==> src/rtl/covemb_pkg.sv <==
// Shared types and default widths for the cmd/adr/data responder.
package covemb_pkg;

    // Command encoding on the cmd bus, sampled every cycle.
    typedef enum logic [1:0] {
        CMD_NOP   = 2'd0,
        CMD_READ  = 2'd1,
        CMD_WRITE = 2'd2,
        CMD_ACC   = 2'd3
    } t_cmd;

    localparam int ADR_W_DEF  = 4;
    localparam int DATA_W_DEF = 8;

endpackage

==> src/rtl/cov_tracker.sv <==
// Unique-address write coverage: map of written addresses, its population
// count, and a full flag. clr_cov takes effect before the current write.
module cov_tracker #(
    parameter int ADR_W = 4
) (
    input  logic                    clk,
    input  logic                    rst_n,
    input  logic                    wr_en,
    input  logic [ADR_W-1:0]        wr_adr,
    input  logic                    clr_cov,
    output logic [(1<<ADR_W)-1:0]   cov_map,
    output logic [ADR_W:0]          cov_count,
    output logic                    cov_done
);

    localparam int DEPTH = 1 << ADR_W;
    localparam logic [ADR_W:0] FULL = (ADR_W+1)'(DEPTH);

    logic [DEPTH-1:0] map_base;
    logic [ADR_W:0]   count_base;
    logic [DEPTH-1:0] map_next;
    logic [ADR_W:0]   count_next;

    // Next-state coverage: clear first, then record a new address once.
    always_comb begin
        map_base   = clr_cov ? '0 : cov_map;
        count_base = clr_cov ? '0 : cov_count;
        map_next   = map_base;
        count_next = count_base;
        if (wr_en) begin
            map_next   = map_base | (DEPTH'(1) << wr_adr);
            count_next = count_base + {{ADR_W{1'b0}}, ~map_base[wr_adr]};
        end
    end

    // Register map, count and done together so they never disagree.
    always_ff @(posedge clk) begin
        if (!rst_n) begin
            cov_map   <= '0;
            cov_count <= '0;
            cov_done  <= 1'b0;
        end else begin
            cov_map   <= map_next;
            cov_count <= count_next;
            cov_done  <= (count_next == FULL);
        end
    end

endmodule

==> src/rtl/cmd_responder.sv <==
// Terminating responder: decodes one command per cycle, holds a small
// register file (write / accumulate / read with one-cycle registered
// response) and reports which addresses have been written.
// There is no handshake: every cycle carries exactly one command, which is
// always accepted; rsp_valid is a one-cycle strobe with no back-pressure.
module cmd_responder
    import covemb_pkg::*;
#(
    parameter int ADR_W  = ADR_W_DEF,
    parameter int DATA_W = DATA_W_DEF
) (
    input  logic                    clk,
    input  logic                    rst_n,
    input  logic [1:0]              cmd,
    input  logic [ADR_W-1:0]        adr,
    input  logic [DATA_W-1:0]       data,
    input  logic                    clr_cov,
    output logic                    rsp_valid,
    output logic [ADR_W-1:0]        rsp_adr,
    output logic [DATA_W-1:0]       rsp_data,
    output logic [(1<<ADR_W)-1:0]   cov_map,
    output logic [ADR_W:0]          cov_count,
    output logic                    cov_done
);

    localparam int DEPTH = 1 << ADR_W;

    t_cmd              cmd_t;
    logic              wr_en;
    logic [DATA_W-1:0] mem [DEPTH];

    assign cmd_t = t_cmd'(cmd);
    assign wr_en = (cmd_t == CMD_WRITE) || (cmd_t == CMD_ACC);

    // Register file updates and the registered read response.
    always_ff @(posedge clk) begin
        if (!rst_n) begin
            for (int i = 0; i < DEPTH; i++) begin
                mem[i] <= '0;
            end
            rsp_valid <= 1'b0;
            rsp_adr   <= '0;
            rsp_data  <= '0;
        end else begin
            rsp_valid <= (cmd_t == CMD_READ);
            case (cmd_t)
                CMD_READ: begin
                    rsp_adr  <= adr;
                    rsp_data <= mem[adr];
                end
                CMD_WRITE: mem[adr] <= data;
                CMD_ACC:   mem[adr] <= mem[adr] + data;
                default:   ;
            endcase
        end
    end

    cov_tracker #(
        .ADR_W (ADR_W)
    ) u_cov (
        .clk       (clk),
        .rst_n     (rst_n),
        .wr_en     (wr_en),
        .wr_adr    (adr),
        .clr_cov   (clr_cov),
        .cov_map   (cov_map),
        .cov_count (cov_count),
        .cov_done  (cov_done)
    );

endmodule

==> config.mk <==
export PLATFORM = sky130hd
export DESIGN_NAME = cmd_responder
export DESIGN_NICKNAME = d
export VERILOG_FILES = /design/src/rtl/covemb_pkg.sv /design/src/rtl/cov_tracker.sv /design/src/rtl/cmd_responder.sv
export SDC_FILE = /design/constraint.sdc
export NUM_CORES = 1
export LEC_CHECK = 0
export ABC_AREA = 1
export CAP_MARGIN = 10
export CORE_ASPECT_RATIO = 1.2
export CORE_UTILIZATION = 40
export DETAILED_ROUTE_END_ITERATION = 10
export GPL_ROUTABILITY_DRIVEN = 1
export HOLD_SLACK_MARGIN = 0.05
export PLACE_DENSITY = 0.69
export REMOVE_ABC_BUFFERS = 1
export SLEW_MARGIN = 0
export SYNTH_ARGS = -nofsm -noshare
export SYNTH_HDL_FRONTEND = slang
export SYNTH_SLANG_ARGS = --single-unit
==> constraint.sdc <==
create_clock -name clk -period 4.71 [get_ports clk]
set_input_delay 0.7065 -clock clk [delete_from_list [all_inputs] [get_ports clk]]
set_output_delay 0.7065 -clock clk [all_outputs]
set_load 0.1 [all_outputs]
==> run summary <==
Commonest cells after routing, fill and taps aside - nor2_1, edfxtp_1, nand2_1, a22oi_1, clkdlybuf4s50_1
Worst-path clk slew - 60 ps
Final hold slack - 502 ps
DRT iter0 DRCs - 576
Post-DP Area - 8160 sq um
Final min period - 4330 ps
VDD IR-drop max - 0.229 mV
Final setup vio count - 0
Mapped Area - 7400 sq um
CP max FO - 35
First-pass GRT wire length - 29600 microns
Hold depth - 2
Power Density - 385 nW/um^2
Synth warn - 0
Share of the synthesized area in the top cell type - 51.9%
Worst path max stage delay - 710 ps
Detailed Routing Iterations Pass 1 - 8
# fillers - 1613
Clock tree sinks - 163
Worst skew pair latency - 430 ps
Crit path top cell by count - inv_1
Die X - 126 microns
CP Launch Type - input port
Final worst-path cycle share - 92.0%
Initial Utilization - 40.7%
Die area - 19100 sq um
Yosys top cell by area - edfxtp_1
Worst-Margin Slew - 1010 ps
Leak - 3.36 nW
Worst EP arrival - 4490 ps
Num CTS Buffers - 17
HPWL Detailed - 12700 microns
Largest net degree at the start of global routing - 36
Ys async rst share - 0%
Synth Flop Type - edfxtp_1
Wire per inst - 18.6 microns
Failing checks - design-rule violations
Cts-stage hold buffer count - 0
Type of the worst min-delay path - flop to flop
Syn Area/Cell - 10.4 sq um
Placer Congestion - 0.895
Mapped Cells - 713
Design area - 8730 sq um
Via density per instance - 5.51
Worst R2R Path Depth - 15
Levels on crit path - 19
Synth area leaders - edfxtp_1, dfxtp_1, nor2_1
Worst Path Required - 4870 ps
Layout area overhead - 17.9%
Final hold viol count - 0
Final WL - 18600 microns
Post CTS Setup Buffer Count - 0
Max Freq - 231 MHz
Root Driver - clkbuf_16
Worst setup EP type - flop
Core ar. - 18200 sq um
Diode count - 0
Seq cells post-synth - 163
Initial antenna violation count - 0
Relative slew slack - 32.7%
GRT Util Overall - 20.8%
Clock Tree Buf Depth - 2
Via count - 5531
Die height - 151 microns
Grt total ovfl - 0
Fin Clk Skew - 9.46 ps
H-tree levels - 4
Number of cell rows - 54
Post-synthesis sequential area ratio - 61.4%
EDFF count, synth - 128
Top-Level Pins - 52
Routed Antenna Nets - 0
Status - complete, but fails checks
Distinct cells, synth - 40
Cell family with most CP delay - buffers and inverters
Fraction of layout cells with a size suffix above 1 - 11.6%
Max-cap violations - 0
RSZ-0062 raised after global routing - false
Most common cell after layout, fill and taps aside - nor2_1
# DRC - 2
Post_cts resized - 0
Critical-path top delay cell - clkdlybuf4s50_1
WP buf/inv - 5
Fin. max-slew vios - 0
Number of global-route vias before repair - 5355
Worst path cell trace - clkdlybuf4s50_1 -> nand2_1 -> inv_2 -> a22oi_1 -> a21oi_1 -> a21o_1 -> nor2_1 -> inv_1 -> ha_1 -> inv_1 -> fa_1 -> o21ai_1 -> nand2_1 -> inv_1 -> o21ai_1 -> nand3_1 -> nand3_1 -> o21ai_2 -> nor2_1
CTS tree - built
# port buffers - 51
Final nets - 793
Crit Path Class - input port to flop
[state kept, by name (all words and copies together) (netlist names)]
signal	flops
rsp_data	8
u_cov.cov_count	5
rsp_adr	4
u_cov.cov_done	1
rsp_valid	1
mem	128
u_cov.cov_map	16
[routing by layer]
layer / up-vias / routed length [microns] / global-route usage, %
li1: 2592 / - / -
met1: 2639 / 8150 / 27.3
met2: 257 / 8760 / 34.2
met3: 43 / 1210 / 3.46
met4: 0 / 498 / 8.61
met5: - / 0 / 0
[final cells by class]
| cell class | instances | area [sq um] | area share (%) |
|---|---|---|---|
| tap | 224 | 280 | 3.21 |
| inverter | 39 | 146 | 1.68 |
| multi-input combinational | 475 | 2510 | 28.8 |
| timing repair buffer | 70 | 678 | 7.77 |
| clock buffer | 29 | 552 | 6.32 |
| sequential | 163 | 4540 | 52.1 |
| clock inverter | 3 | 15.0 | 0.172 |
[metrics by stage]
step	setup WS [ps]	utilization (%)	setup TNS, ps	power (mW)	std cells
after floorplan	1010	-	0	1.92	677
after global placement	83.2	44.9	0	2.07	971
after detailed placement	-38.4	44.9	-205	2.07	971
after CTS	417	48.0	0	3.37	1003
after global routing	95.8	48.0	0	3.46	1003
final	377	48.0	0	3.37	1003
[worst register-to-register path: stages (launching register included)]
cell and delay [ps]:
edfxtp_1 370, a22oi_1 250, a21oi_1 110, or2_1 240, nor2_1 230, inv_1 70
ha_1 340, inv_1 80, o21bai_1 150, nor2_1 70, o21ai_1 190, inv_2 60
nand2_2 110, nand3_2 80, nand2_2 370, a21oi_1 130
[cells in the mapped netlist (all sizes together) (6+ instances only)]
cell	number
clkbuf	9
nand2	119
or2	7
a22oi	56
nor2	143
o21ai	38
inv	39
a21o	7
nand3	20
dfxtp	35
ha	9
buf	27
edfxtp	128
nand4	6
a21oi	54
[kinds of logic after synthesis]
group	Yosys count	share of synthesized area [%]
fa+ha+maj	10	1.79
simple gates	298	17.0
mux	3	0.744
xor+xnor	4	0.473
buf+inv	75	4.65
flops	163	61.4
compound gates	160	14.0
[report_power, final]
part | total, mW | internal (mW) | switching [mW]
logic | 0.421 | 0.117 | 0.304
clock network | 1.32 | 0.788 | 0.530
registers | 1.63 | 1.61 | 0.0191
[worst paths after layout]
| path | startpoint | end | slack (ps) |
|---|---|---|---|
| max | adr[0] | mem[0][6]$_SDFFCE_PN0P_ | 380 |
| min | u_cov.cov_map[8]$_SDFF_PN0_ | u_cov.cov_map[8]$_SDFF_PN0_ | 500 |
| max reg2reg | mem[0][6]$_SDFFCE_PN0P_ | mem[3][7]$_SDFFCE_PN0P_ | 1590 |
| min reg2reg | u_cov.cov_map[8]$_SDFF_PN0_ | u_cov.cov_map[8]$_SDFF_PN0_ | 500 |
Power figures use the tool's default switching activity.
